[src/rtl/mc_control_pkg.sv]
// Shared encodings for the multi-cycle controller. State, opcode and memory-op
// codes must stay bit-identical to what main_mem decodes.
package mc_control_pkg;

    localparam logic [2:0] STATE_MEMORY = 3'd4;

    typedef enum logic [2:0] {
        ST_FETCH   = 3'd0,
        ST_DECODE  = 3'd1,
        ST_EXECUTE = 3'd2,
        ST_ALU_WB  = 3'd3,
        ST_MEMORY  = STATE_MEMORY,
        ST_LOAD_WB = 3'd5,
        ST_HALT    = 3'd6,
        ST_UNUSED  = 3'd7
    } state_t;

    typedef enum logic [3:0] {
        OP_NOP  = 4'h0,
        OP_ADD  = 4'h1,
        OP_SUB  = 4'h2,
        OP_AND  = 4'h3,
        OP_OR   = 4'h4,
        OP_ADDI = 4'h5,
        OP_LW   = 4'h6,
        OP_SW   = 4'h7,
        OP_BEQ  = 4'h8,
        OP_HALT = 4'hF
    } opcode_t;

    localparam logic [1:0] MEM_READ  = 2'b00;
    localparam logic [1:0] MEM_WRITE = 2'b01;
    localparam logic [1:0] MEM_IDLE  = 2'b10;

    function automatic logic [7:0] sext6(input logic [5:0] imm);
        return {{2{imm[5]}}, imm};
    endfunction

endpackage

[src/rtl/mc_control_reg_file.sv]
// 8x8 register file: two asynchronous read ports, one synchronous write port,
// r0 hard-wired to zero on both the read and write side.
module mc_control_reg_file
    import mc_control_pkg::*;
(
    input  logic       i_clk,
    input  logic       i_rst,
    input  logic [2:0] i_raddr_a,
    input  logic [2:0] i_raddr_b,
    output logic [7:0] o_rdata_a,
    output logic [7:0] o_rdata_b,
    input  logic       i_we,
    input  logic [2:0] i_waddr,
    input  logic [7:0] i_wdata
);

    logic [7:0] r_regs [8];

    always_ff @(posedge i_clk or posedge i_rst) begin
        if (i_rst) begin
            for (int i = 0; i < 8; i++) r_regs[i] <= '0;
        end else if (i_we && (i_waddr != 3'd0)) begin
            r_regs[i_waddr] <= i_wdata;
        end
    end

    assign o_rdata_a = (i_raddr_a == 3'd0) ? 8'd0 : r_regs[i_raddr_a];
    assign o_rdata_b = (i_raddr_b == 3'd0) ? 8'd0 : r_regs[i_raddr_b];

endmodule

[src/rtl/mc_control.sv]
// Multi-cycle sequencer and 8-bit datapath driving main_mem; one instruction
// in flight, memory request signals registered and idle outside MEMORY.
//   state      | meaning
//   FETCH   0  | IR <= instr, pc++
//   DECODE  1  | latch A, B, sign-extended imm
//   EXECUTE 2  | ALU / address check / branch
//   ALU_WB  3  | R[rd] <= ALUOut
//   MEMORY  4  | main_mem request held stable
//   LOAD_WB 5  | R[rd] <= load_value
//   HALT    6  | absorbing until reset
module mc_control
    import mc_control_pkg::*;
#(
    parameter int DMEM_WORDS = 3,
    parameter int PC_W       = 8
) (
    input  logic            i_clk,
    input  logic            i_rst,
    output logic [PC_W-1:0] o_pc,
    input  logic [15:0]     i_instr,
    output logic [2:0]      o_state,
    output logic [7:0]      o_mem_address,
    output logic [1:0]      o_mem_op,
    output logic [7:0]      o_mem_store_value,
    input  logic [7:0]      i_mem_load_value,
    output logic            o_halted,
    output logic            o_fault
);

    state_t          r_state;
    logic [PC_W-1:0] r_pc;
    logic [15:0]     r_ir;
    logic [7:0]      r_a;
    logic [7:0]      r_b;
    logic [7:0]      r_imm;
    logic [7:0]      r_alu_out;
    logic [7:0]      r_mem_address;
    logic [7:0]      r_mem_store_value;
    logic [1:0]      r_mem_op;
    logic            r_halted;
    logic            r_fault;

    logic [3:0] w_op;
    logic [2:0] w_rd;
    logic [2:0] w_rs;
    logic [2:0] w_rt;
    logic [2:0] w_rb_addr;
    logic [7:0] w_rdata_a;
    logic [7:0] w_rdata_b;
    logic [7:0] w_ea;
    logic       w_ea_bad;
    logic [7:0] w_alu_result;
    logic       w_we;
    logic [7:0] w_wdata;

    assign w_op = r_ir[15:12];
    assign w_rd = r_ir[11:9];
    assign w_rs = r_ir[8:6];
    assign w_rt = r_ir[5:3];

    // SW and BEQ carry their second operand in the rd field
    assign w_rb_addr = ((w_op == OP_SW) || (w_op == OP_BEQ)) ? w_rd : w_rt;

    assign w_ea     = r_a + r_imm;
    assign w_ea_bad = int'(w_ea) >= DMEM_WORDS;

    assign w_we    = (r_state == ST_ALU_WB) || (r_state == ST_LOAD_WB);
    assign w_wdata = (r_state == ST_LOAD_WB) ? i_mem_load_value : r_alu_out;

    mc_control_reg_file u_reg_file (
        .i_clk     (i_clk),
        .i_rst     (i_rst),
        .i_raddr_a (w_rs),
        .i_raddr_b (w_rb_addr),
        .o_rdata_a (w_rdata_a),
        .o_rdata_b (w_rdata_b),
        .i_we      (w_we),
        .i_waddr   (w_rd),
        .i_wdata   (w_wdata)
    );

    always_comb begin
        w_alu_result = r_a + r_b;
        case (w_op)
            OP_SUB:  w_alu_result = r_a - r_b;
            OP_AND:  w_alu_result = r_a & r_b;
            OP_OR:   w_alu_result = r_a | r_b;
            OP_ADDI: w_alu_result = r_a + r_imm;
            default: w_alu_result = r_a + r_b;
        endcase
    end

    always_ff @(posedge i_clk or posedge i_rst) begin
        if (i_rst) begin
            r_state           <= ST_FETCH;
            r_pc              <= '0;
            r_ir              <= '0;
            r_a               <= '0;
            r_b               <= '0;
            r_imm             <= '0;
            r_alu_out         <= '0;
            r_mem_address     <= '0;
            r_mem_store_value <= '0;
            r_mem_op          <= MEM_IDLE;
            r_halted          <= 1'b0;
            r_fault           <= 1'b0;
        end else begin
            case (r_state)
                ST_FETCH: begin
                    r_ir    <= i_instr;
                    r_pc    <= r_pc + PC_W'(1);
                    r_state <= ST_DECODE;
                end
                ST_DECODE: begin
                    r_a     <= w_rdata_a;
                    r_b     <= w_rdata_b;
                    r_imm   <= sext6(r_ir[5:0]);
                    r_state <= ST_EXECUTE;
                end
                ST_EXECUTE: begin
                    case (w_op)
                        OP_NOP: r_state <= ST_FETCH;
                        OP_ADD, OP_SUB, OP_AND, OP_OR, OP_ADDI: begin
                            r_alu_out <= w_alu_result;
                            r_state   <= ST_ALU_WB;
                        end
                        OP_LW, OP_SW: begin
                            if (w_ea_bad) begin
                                r_fault  <= 1'b1;
                                r_halted <= 1'b1;
                                r_state  <= ST_HALT;
                            end else begin
                                r_mem_address <= w_ea;
                                r_mem_op      <= (w_op == OP_LW) ? MEM_READ : MEM_WRITE;
                                if (w_op == OP_SW) r_mem_store_value <= r_b;
                                r_state       <= ST_MEMORY;
                            end
                        end
                        OP_BEQ: begin
                            // pc already points past the branch
                            if (r_a == r_b) r_pc <= r_pc + PC_W'($signed(r_imm));
                            r_state <= ST_FETCH;
                        end
                        OP_HALT: begin
                            r_halted <= 1'b1;
                            r_state  <= ST_HALT;
                        end
                        default: begin
                            r_fault  <= 1'b1;
                            r_halted <= 1'b1;
                            r_state  <= ST_HALT;
                        end
                    endcase
                end
                ST_ALU_WB: r_state <= ST_FETCH;
                ST_MEMORY: begin
                    r_mem_op <= MEM_IDLE;
                    r_state  <= (w_op == OP_LW) ? ST_LOAD_WB : ST_FETCH;
                end
                ST_LOAD_WB: r_state <= ST_FETCH;
                ST_HALT: begin
                    r_halted <= 1'b1;
                    r_mem_op <= MEM_IDLE;
                end
                default: begin
                    r_mem_op <= MEM_IDLE;
                    r_state  <= ST_FETCH;
                end
            endcase
        end
    end

    assign o_pc              = r_pc;
    assign o_state           = r_state;
    assign o_mem_address     = r_mem_address;
    assign o_mem_op          = r_mem_op;
    assign o_mem_store_value = r_mem_store_value;
    assign o_halted          = r_halted;
    assign o_fault           = r_fault;

endmodule

[config.mk]
export PLATFORM = sky130hd
export DESIGN_NAME = mc_control
export DESIGN_NICKNAME = d
export VERILOG_FILES = /design/src/rtl/mc_control_pkg.sv /design/src/rtl/mc_control_reg_file.sv /design/src/rtl/mc_control.sv
export SDC_FILE = /design/constraint.sdc
export NUM_CORES = 1
export LEC_CHECK = 0
export ABC_AREA = 0
export BUFFER_PORTS_ARGS = -buffer_cell sky130_fd_sc_hd__buf_2
export CORE_MARGIN = 10
export CORE_UTILIZATION = 41
export CTS_CLUSTER_DIAMETER = 30
export CTS_CLUSTER_SIZE = 40
export DETAILED_ROUTE_END_ITERATION = 8
export PLACE_DENSITY = 0.61
export SLEW_MARGIN = 40
export SYNTH_ARGS = -nofsm -noshare
export SYNTH_HDL_FRONTEND = slang
export SYNTH_SLANG_ARGS = --single-unit
[constraint.sdc]
create_clock -name i_clk -period 5.4 [get_ports i_clk]
set_clock_uncertainty 0.1 [all_clocks]
set_input_delay 1.35 -clock i_clk [delete_from_list [all_inputs] [get_ports i_clk]]
set_output_delay 1.35 -clock i_clk [all_outputs]
set_load 0.05 [all_outputs]
==> summary.md, run 1 <==
| Metric | Value |
|---|---|
| Status | `finished clean` |
| Core Region | `18830 sq um` |
| Hold Crit Class | `reg -> reg` |
| Detail Route Antenna Nets | `0` |
| DR WL/cell | `18.38 um` |
| Yosys warning total | `0` |
| Main synth FF type | `dfrtp_1` |
| CP Capture Type | `flip-flop` |
| Synthesized flop and latch total | `around 130` |
| Hold Violations, Final | `0` |
| Clock root buffer | `clkbuf_16` |
| CTS clk-pin slew, worst paths | `60 ps` |
| Critical Path Fanout Max | `17` |
| Slew Limit Fails | `0` |
| Detailed Place HPWL | `between 10000 and 15000 um` |
| Asr flop ratio synth | `1.000` |
| Power per Cell Area | `716.4 nW/um^2` |
| Place WS | `roughly 2200 ps` |
| Mapped Nets | `902` |
| Inserted Clock Buffers | `17` |
| VDD IR-drop max | `0.3658 mV` |
| RSZ-0062 raised after global routing | `false` |
| Post-synthesis sequential area ratio | `0.4216` |
| Critical Path RT | `5660 ps` |
| Starting density of the core | `0.4193` |
| Core Util, Final | `0.4780` |
| Synth unique cells | `73` |
| Reg2reg path depth | `11` |
| Routed via count | `6285` |
| Cell depth of the worst setup path | `11` |
| Hold slack | `365.7 ps` |
| Critical path startpoint | `o_state[2]` |
| Largest net degree at the start of global routing | `101` |
| Total iterations of the first detailed-routing run | `5` |
| Die Span Y | `~160 um` |
| Fraction of layout cells with a size suffix above 1 | `0.1762` |
| Final period util | `0.5972` |
| FF-to-FF Start | `o_state[2]` |
| Worst setup path endpoint | `o_pc[7]` |
| CTS tree | `done` |
| Min Tclk post-route | `3225 ps` |
| Worst skew pair latency | `around 430 ps` |
| WP buf/inv | `1` |
| Worst reg2reg path endpoint | `o_pc[7]` |
| Post-CTS setup buffers | `0` |
| Vias in the first global route | `about 6300` |
| CP max-delay cell | `dfrtp_1` |
| FP Rows | `50` |
| Area growth from synthesis to layout | `13.99%` |
| Die W | `roughly 160 um` |
| Leakage | `0.004113 uW` |
| Max-cap violations | `0` |
| All-Layer GR Usage | `0.1685` |
| RePlAce Congestion | `0.9187` |
| Setup violations, final | `0` |
| Sum Neg Setup Slack | `0 ps` |
| Cell count after synthesis | `~840` |
| Average size of a mapped cell | `9.457 sq um` |
| Ant diodes | `0` |
| Filler cells | `1819` |
| Crit path launch type | `flip-flop` |
| Initial DRC count | `532` |
| Vias per cell | `5.460` |
| H-tree levels | `4` |
| Kind of critical path | `reg -> reg` |
| CTS resizes | `0` |
| Post-Syn Area | `7896 sq um` |
| Clock buffer depth | `2` |
| # IOs | `between 50 and 60` |
| First-pass GRT wire length | `34500 um` |
| Worst slew pin tran | `between 700 and 800 ps` |
| Area of the multi-input gates | `approximately 4200 sq um` |
| Reg2Reg Setup Slack | `around 2200 ps` |
| CP peak stage delay | `around 570 ps` |
| Reg area | `3331 sq um` |
| Worst Path Arrival | `3480 ps` |
| Antenna violations before repair | `0` |
| Top delay family on crit path | `simple AND/OR/NAND/NOR gates` |
| Post-synth EDFFs | `0` |
| Slew headroom | `0.4669` |
| Achievable frequency | `0.3101 GHz` |
| CTS Hold Buffers Added | `0` |
| Die area | `roughly 25000 sq um` |
| DRC viols | `0` |
| Most frequent CP cell | `nor2_1` |
| Clock sinks | `approximately 130` |
| Final WS setup | `about 2200 ps` |
| GRT overflow | `0` |
| Port Buffers | `56` |
| Crit-path cells | `nor2_1 > and2_1 > nand2_1 > inv_1 > ha_1 > a21o_1 > a211oi_1 > nor2_1 > o41ai_1 > mux2i_1 > xor2_1` |
| Nets | `945` |
| WL final | `21160 um` |
-- cells in the mapped netlist (3+ instances only) --
cell | number | share of area
a31oi_1 | 3 | 0.0024
mux2_1 | 10 | 0.014
buf_1 | 3 | 0.0014
o21bai_1 | 6 | 0.0057
o21ai_0 | 55 | 0.035
nand2_1 | 73 | 0.035
fa_1 | 4 | 0.010
nand2b_1 | 10 | 0.0079
inv_1 | 44 | 0.021
nor3b_1 | 4 | 0.0038
xnor2_1 | 6 | 0.0067
a22oi_1 | 8 | 0.0076
o32a_1 | 3 | 0.0038
ha_1 | 37 | 0.059
buf_2 | 5 | 0.0032
o221a_1 | 6 | 0.0086
clkbuf_1 | 34 | 0.016
nor2_1 | 118 | 0.056
nor2b_1 | 13 | 0.010
a221oi_1 | 4 | 0.0044
dfrtp_1 | 132 | 0.42
nor3_1 | 10 | 0.0063
and2_1 | 10 | 0.0079
nand3_1 | 5 | 0.0032
a211oi_1 | 7 | 0.0067
o31ai_1 | 3 | 0.0029
a221o_1 | 3 | 0.0038
mux4_2 | 8 | 0.023
o22ai_1 | 4 | 0.0032
mux2i_1 | 28 | 0.035
a22o_1 | 3 | 0.0033
o211ai_1 | 4 | 0.0038
and3_1 | 4 | 0.0032
a21oi_1 | 85 | 0.054
xor2_1 | 9 | 0.010
a2111oi_2 | 7 | 0.013
mux2_2 | 22 | 0.031
a211o_1 | 3 | 0.0033
-- final cells by class --
| class | count | share of cell area |
|---|---|---|
| Inverter | 44 | 0.01918 |
| Sequential cell | 133 | 0.3700 |
| Multi-Input combinational cell | 615 | 0.4714 |
| Clock buffer | 20 | 0.04962 |
| Timing Repair Buffer | 67 | 0.04031 |
| Tap cell | 260 | 0.03614 |
| Clock inverter | 12 | 0.01334 |
-- cell families (layout without fill, tap and decap cells) --
family / Yosys count / after routing / share of synthesized area
AO/OA/AOI/OAI: 225 / 225 / 0.1865
XOR/XNOR: 15 / 15 / 0.01664
adder cells (fa/ha/maj): 41 / 41 / 0.06877
buffers and inverters: 87 / 143 / 0.04310
flip-flops: 133 / 133 / 0.4216
multiplexers: 69 / 69 / 0.1068
AND/OR/NAND/NOR: 265 / 265 / 0.1566
-- metal layers --
| metal | vias to the layer above | track usage | part of all wire | wire length (um) |
|---|---|---|---|---|
| met4 | 0 | 0.05400 | 0.016 | 348 |
| met2 | 142 | 0.2812 | 0.48 | 10210 |
| met3 | 25 | 0.02918 | 0.040 | 846 |
| li1 | 3047 | - | - | - |
| met5 | - | 0 | 0 | 0 |
| met1 | 3071 | 0.2164 | 0.46 | 9759 |
-- per-stage QoR --
stage,total power [uW],cells,instance area (sq um)
after floorplan,4436,835,7896
after global placement,5247,1119,8422
after detailed placement,5295,1119,8434
after CTS,6464,1151,9001
after global routing,6968,1151,9001
final,6449,1151,9001
-- worst min path at each step --
stage | end | slack, ps | cells past startpoint | from
finish | o_pc[7] | 370 | 1 | o_pc[7]
global route | o_mem_address[7] | 400 | 1 | o_mem_address[7]
CTS | o_pc[7] | 370 | 1 | o_pc[7]
detailed placement | r_imm[1] | 360 | 2 | r_ir[1]
global placement | o_fault | 360 | 1 | o_fault
floorplan | r_imm[0] | 330 | 2 | r_ir[0]
-- placed cells by master, fill, tap and decap left out, drive strengths merged, types with 13 or more instances in the layout --
cell	count
ha	37
clkbuf	20
mux2i	29
buf	67
dfrtp	132
nor2b	13
inv	48
nand2	73
o21ai	56
nor2	118
mux2	32
a21oi	85
-- power by group --
group / internal [uW] / switching [uW] / leakage, uW
combinational: 1400 / 2000 / 0.00232
clock: 654 / 477 / 0.000277
sequential: 1400 / 514 / 0.00151
-- flip-flops by register name (all words and copies together) (netlist names) --
name / flops
o_mem_store_value: 8
r_ir: 16
r_imm: 6
o_pc: 8
o_mem_op: 2
o_mem_address: 8
o_fault: 1
u_reg_file.r_regs: 56
r_b: 8
r_a: 8
r_alu_out: 8
o_state: 3
o_halted: 1
-- worst register-to-register path, stage by stage (launching register included) --
cell and delay (ps):
dfrtp_1 570, nor2_1 360, and2_1 400, nand2_1 160, inv_1 80, ha_1 220
a21o_1 190, a211oi_1 240, nor2_1 90, o41ai_1 330, mux2i_1 260, xor2_1 150
Power figures use the tool's default switching activity.
==> inputs of run 2 (changes only) <==
==> constraint.sdc (replaced) <==
create_clock -name i_clk -period 2.99 [get_ports i_clk]
set_clock_uncertainty 0.1 [all_clocks]
set_input_delay 0.7475 -clock i_clk [delete_from_list [all_inputs] [get_ports i_clk]]
set_output_delay 0.7475 -clock i_clk [all_outputs]
set_load 0.05 [all_outputs]
==> summary.md, run 2 (synthesis results as in run 1) <==
| Metric | Value |
|---|---|
| Status | `finished clean` |
| Max-cap violations | `0 (unchanged)` |
| CTS tree | `done` |
| Hold Crit Class | `in -> async` |
| Slew headroom | `0.4698 (+0.002952)` |
| All-Layer GR Usage | `0.1677 (-0.0007289)` |
| WL final | `21180 um (about the same)` |
| Biggest regs | `u_reg_file.r_regs (56), r_ir (16)` |
| Worst Path Arrival | `3160 ps (-320 ps)` |
| Inserted Clock Buffers | `17 (unchanged)` |
| CTS clk-pin slew, worst paths | `60 ps (about the same)` |
| Commonest non-fill, non-tap cell in the layout | `dfrtp_1` |
| Starting density of the core | `0.4193 (unchanged)` |
| Gate power share | `0.560 (+0.033)` |
| CP max-delay cell | `dfrtp_1` |
| Clock root buffer | `clkbuf_16` |
| Leakage | `0.004266 uW (+3.7%)` |
| Place WS | `-40.06 ps (-2253 ps)` |
| Worst skew pair latency | `440 ps (about the same)` |
| VDD IR-drop max | `0.5626 mV (+54%)` |
| Fraction of layout cells with a size suffix above 1 | `0.2185 (+0.04227)` |
| Critical Path Fanout Max | `8 (-9)` |
| Core Region | `18830 sq um (unchanged)` |
| CP Capture Type | `flip-flop` |
| Ant diodes | `0 (unchanged)` |
| First-pass GRT wire length | `34310 um (-0.56%)` |
| Vias per cell | `5.363 (-1.8%)` |
| Die area | `25210 sq um (unchanged)` |
| RePlAce Congestion | `0.9361 (+1.9%)` |
| Kind of critical path | `reg -> reg` |
| Clk pwr share | `0.168 (-0.007)` |
| Most flops, register | `u_reg_file.r_regs` |
| Critical path startpoint | `r_imm[0]` |
| FP Rows | `50 (unchanged)` |
| Worst slew pin tran | `795.3 ps (+17.81 ps)` |
| Largest net degree at the start of global routing | `134 (+33%)` |
| H-tree levels | `4 (unchanged)` |
| Sequential share of power | `0.271 (-0.026)` |
| Min Tclk post-route | `2950 ps (-274.7 ps)` |
| CP peak stage delay | `420 ps (-150 ps)` |
| P_int | `6568 uW (+90%)` |
| Nets | `975 (+3.2%)` |
| Most frequent cells in the layout | `130 x dfrtp_1, 115 x nor2_1, 85 x a21oi_1` |
| Die Span Y | `158.8 um (unchanged)` |
| Clock sinks | `133 (unchanged)` |
| Sw Pwr | `5549 uW (+85%)` |
| DRC viols | `0 (unchanged)` |
| Detail Route Antenna Nets | `0 (unchanged)` |
| Hold Violations, Final | `0 (unchanged)` |
| DR WL/cell | `17.95 um (-2.4%)` |
| Slew Limit Fails | `0 (unchanged)` |
| Switching share of power | `0.4579 (-0.006204)` |
| Final period util | `0.9867 (+0.3895)` |
| FF-to-FF Start | `r_imm[0]` |
| Die W | `158.8 um (unchanged)` |
| RSZ-0062 raised after global routing | `true` |
| Clock buffer depth | `2 (unchanged)` |
| Achievable frequency | `0.3390 GHz (+9.3%)` |
| Crit path launch type | `flip-flop` |
| # IOs | `57 (unchanged)` |
| Routed via count | `6328 (+0.68%)` |
| Design area | `9334 sq um (+3.7%)` |
| Placed cell areas | `8643 sq um (+2.5%)` |
| Total iterations of the first detailed-routing run | `5 (unchanged)` |
| Area growth from synthesis to layout | `18.21%` |
| Largest register FFs | `56 (unchanged)` |
| Antenna violations before repair | `0 (unchanged)` |
| CTS Hold Buffers Added | `0 (unchanged)` |
| GRT overflow | `0 (unchanged)` |
| Port Buffers | `56 (unchanged)` |
| Vias in the first global route | `6312 (-0.22%)` |
| Critical Path RT | `3200 ps (-2460 ps)` |
| Detailed Place HPWL | `15250 um (+1.8%)` |
| Crit-path cells | `ha_4 > fa_2 > a211oi_4 > or4b_4 > o311ai_4 > nor4_4 > buf_4 > nand4_4 > mux2_4` |
| Initial DRC count | `378 (-29%)` |
| Final WS setup | `39.80 ps (-2135 ps)` |
| Setup violations, final | `0 (unchanged)` |
| Power per Cell Area | `1298 nW/um^2 (+81%)` |
[run 2: changes by cell type in the layout (fill, tap and decap cells not counted), moves of 2 or more]
cell        before  now
mux2_4           0    8
clkinvlp_4       1    5
buf_4           11   40
mux2_1          10    2
clkinv_2         2    0
[run 2: metal layers]
metal | vias up | track usage | routed length, um
li1 | 3109 | - | -
met1 | 3075 | 0.2177 | 9796
met2 | 120 | 0.2715 | 10230
met3 | 24 | 0.03744 | 854
met4 | 0 | 0.05315 | 298
met5 | - | 0 | 0
[run 2: power groups by stage]
stage | Combinational [uW] | Sequential (uW) | Clock (uW)
global placement | 6470 | 3270 | 0
CTS | 6590 | 3270 | 2080
floorplan | 4690 | 3330 | 0
global route | 7540 | 3400 | 2190
detailed placement | 6530 | 3290 | 0
finish | 6790 | 3290 | 2040
[run 2: critical path, delay by kind of cell, from the launching register on]
kind                     cells  cell delay (ps)
multiplexers                 1              380
adder cells (fa/ha/maj)      2              610
AO/OA/AOI/OAI                2              420
AND/OR/NAND/NOR              3              740
flip-flops                   1              420
buffers and inverters        1              170
[run 2: final timing paths]
check / to / slack [ps] / cells past startpoint
setup reg to reg: o_mem_store_value[0] / 40 / 9
min in group i_clk: o_pc[7] / 370 / 1
max in group asynchronous: o_state[0] / 1760 / 3
hold reg to reg: o_pc[7] / 370 / 1
setup / recovery: o_mem_store_value[0] / 40 / 9
hold / removal: r_ir[10] / 350 / 3
[run 2: through the flow]
stage | total power (uW) | hold slack (ps) | std cells | utilization | setup TNS, ps
4_1_cts | 11930 | 369.5 | 1177 | 0.4898 | 0
3_5_place_dp | 9820 | 356.5 | 1146 | 0.4590 | -315.8
5_1_grt | 13120 | 394.1 | 1180 | 0.4957 | -361.8
3_3_place_gp | 9732 | 358.9 | 1146 | 0.4589 | -32.48
2_1_floorplan | 8018 | 334.8 | 835 | - | 0
6_report | 12120 | 353.1 | 1180 | 0.4957 | 0
[run 2: final cells by class]
class | instances | area, sq um
Fill cell | 1791 | 9497
Multi-Input combinational cell | 615 | 4340
Sequential cell | 133 | 3332
Timing Repair Buffer | 97 | 600.6
Clock buffer | 19 | 442.9
Tap cell | 260 | 325.3
Inverter | 44 | 168.9
Clock inverter | 12 | 123.9
[run 2: repair_timing]
| action | 4_1_cts | 5_1_grt |
|---|---|---|
| resized for setup | 2 | 18 |
| setup endpoints to repair | 10 | 19 |
| endpoints found under the hold margin | 0 | 0 |
| pin swaps | 0 | 4 |
| setup buffers | 0 | 4 |
==> inputs of run 3 (changes only) <==
--- a/config.mk
+++ b/config.mk
@@ -8,11 +8,11 @@
 export ABC_AREA = 0
 export BUFFER_PORTS_ARGS = -buffer_cell sky130_fd_sc_hd__buf_2
 export CORE_MARGIN = 10
-export CORE_UTILIZATION = 41
+export CORE_UTILIZATION = 61
 export CTS_CLUSTER_DIAMETER = 30
 export CTS_CLUSTER_SIZE = 40
 export DETAILED_ROUTE_END_ITERATION = 8
-export PLACE_DENSITY = 0.61
+export PLACE_DENSITY = 0.84
 export SLEW_MARGIN = 40
 export SYNTH_ARGS = -nofsm -noshare
 export SYNTH_HDL_FRONTEND = slang
==> summary.md, run 3 (synthesis results as in run 1) <==
| Metric | Value |
|---|---|
| H-tree levels | `4 (unchanged)` |
| Layout Cells excl Fill | `1084 (-8.1%)` |
| Ant diodes | `0 (unchanged)` |
| Power per Cell Area | `1315 nW/um^2 (+1.3%)` |
| Reg2Reg Setup Slack | `80 ps (+40 ps)` |
| Inserted Clock Buffers | `17 (unchanged)` |
| CTS clk-pin slew, worst paths | `60 ps (about the same)` |
| Kind of critical path | `reg -> reg` |
| DR WL/cell | `18.58 um (+3.5%)` |
| Worst setup path endpoint | `o_mem_store_value[7]` |
| Largest register FFs | `56 (unchanged)` |
| Nets | `966 (-0.92%)` |
| All-Layer GR Usage | `0.2261 (+0.05835)` |
| Total iterations of the first detailed-routing run | `6 (+1)` |
| Leakage | `0.004245 uW (-0.49%)` |
| Port Buffers | `56 (unchanged)` |
| Min Tclk post-route | `2914 ps (-36.10 ps)` |
| Fraction of layout cells with a size suffix above 1 | `0.2072 (-0.01124)` |
| Reg2reg path depth | `9 (unchanged)` |
| Clock root buffer | `clkbuf_16` |
| Achievable frequency | `0.3432 GHz (+1.2%)` |
| Vias per cell | `5.994 (+12%)` |
| CTS tree | `done` |
| Initial DRC count | `549 (+45%)` |
| Hold Violations, Final | `0 (unchanged)` |
| CP Capture Type | `flip-flop` |
| Worst Path Arrival | `3120 ps (-40 ps)` |
| Commonest non-fill, non-tap cell in the layout | `dfrtp_1` |
| DRC viols | `0 (unchanged)` |
| Die area | `17900 sq um (-29%)` |
| Worst skew pair latency | `430 ps (about the same)` |
| Hold Crit Class | `in -> async` |
| Routed via count | `6498 (+2.7%)` |
| Crit path launch type | `flip-flop` |
| Vias in the first global route | `6493 (+2.9%)` |
| Status | `finished clean` |
| Dpl cells | `1050 (-8.4%)` |
| Core Region | `12670 sq um (-33%)` |
| Detail Route Antenna Nets | `0 (unchanged)` |
| Critical Path Fanout Max | `8 (unchanged)` |
| Most frequent cells in the layout | `130 x dfrtp_1, 116 x nor2_1, 85 x a21oi_1` |
| Final period util | `0.9746 (-0.01207)` |
| RePlAce Congestion | `0.9900 (+5.8%)` |
| Starting density of the core | `0.6232 (+0.2039)` |
| Biggest regs | `u_reg_file.r_regs (56), r_ir (16)` |
| Die Span Y | `133.8 um (-16%)` |
| GRT overflow | `0 (unchanged)` |
| Most flops, register | `u_reg_file.r_regs` |
| Area growth from synthesis to layout | `16.21%` |
| FP Rows | `41 (-18%)` |
| Worst reg2reg path endpoint | `o_mem_store_value[7]` |
| Worst slew pin tran | `711.5 ps (-83.74 ps)` |
| Critical Path RT | `3200 ps (about the same)` |
| CTS Hold Buffers Added | `0 (unchanged)` |
| First-pass GRT wire length | `32900 um (-4.1%)` |
| Filler cells | `921 (-49%)` |
| # IOs | `57 (unchanged)` |
| Max-cap violations | `0 (unchanged)` |
| Clock sinks | `133 (unchanged)` |
| Slew headroom | `0.5121 (+0.04226)` |
| WL final | `20140 um (-4.9%)` |
| FF-to-FF Start | `r_a[0]` |
| Largest net degree at the start of global routing | `71 (-47%)` |
| Critical path startpoint | `r_a[0]` |
| Slew Limit Fails | `0 (unchanged)` |
| Hold slack | `254.4 ps (-98.72 ps)` |
| Die W | `133.8 um (-16%)` |
| Detailed Place HPWL | `14680 um (-3.8%)` |
| Clock buffer depth | `2 (unchanged)` |
| VDD IR-drop max | `0.7806 mV (+39%)` |
| Antenna violations before repair | `0 (unchanged)` |
| Setup violations, final | `0 (unchanged)` |
-- run 3: critical path, cell delays in order, from the launching register on --
cell and delay (ps):
dfrtp_1 390, ha_2 210, fa_2 360, a211oi_2 280
or4b_2 160, o311ai_1 90, buf_4 170, nor4_4 350
nand4_4 300, mux2_1 390
-- run 3: through the flow --
step	setup TNS, ps	area, sq um	util	worst slack, ps	total power [uW]
global route	-1.424	9176	0.7242	-1.424	12890
finish	0	9176	0.7242	75.89	12060
detailed placement	-574.6	8481	0.6693	-85.93	9664
global placement	-254.0	8481	0.6693	-32.67	9456
CTS	0	9106	0.7187	11.08	11940
floorplan	0	7905	-	3.606	8018
-- run 3: per-layer routing --
| metal | vias up | part of all wire | global-route usage |
|---|---|---|---|
| met5 | - | 0 | 0 |
| met4 | 0 | 0.020 | 0.07497 |
| met3 | 43 | 0.057 | 0.05825 |
| met2 | 231 | 0.50 | 0.3791 |
| met1 | 3139 | 0.42 | 0.2780 |
| li1 | 3085 | - | - |
-- run 3: cell type report --
cell class,count,area [sq um],area share
sequential,133,3332,0.3631
multi-input combinational,615,4298,0.4684
clock buffer,20,446.7,0.04868
clock inverter,12,170.2,0.01854
timing repair buffer,88,545.5,0.05945
tap,172,215.2,0.02345
inverter,44,168.9,0.01841
-- run 3: repair_timing --
item                                    4_1_cts  5_1_grt
endpoints found under the setup margin        8       16
buffers inserted                              0        2
pin swaps                                     0        3
resized for setup                             1       13
-- run 3: how the worst min path moves through the flow --
stage | endpoint | slack (ps) | cells after the start
5_1_grt | u_reg_file.r_regs[54] | 280 | 2
2_1_floorplan | r_imm[0] | 330 | 2
6_report | u_reg_file.r_regs[54] | 250 | 2
4_1_cts | u_reg_file.r_regs[54] | 250 | 2
3_5_place_dp | o_halted | 360 | 2
3_3_place_gp | o_pc[7] | 360 | 1
-- run 3: power by group --
part           leakage (uW)  internal, uW  switching (uW)  total, uW
sequential          0.00151          2540             780       3320
clock              0.000298          1350             831       2180
combinational       0.00244          2710            3850       6560
total               0.00424          6600            5460      12100
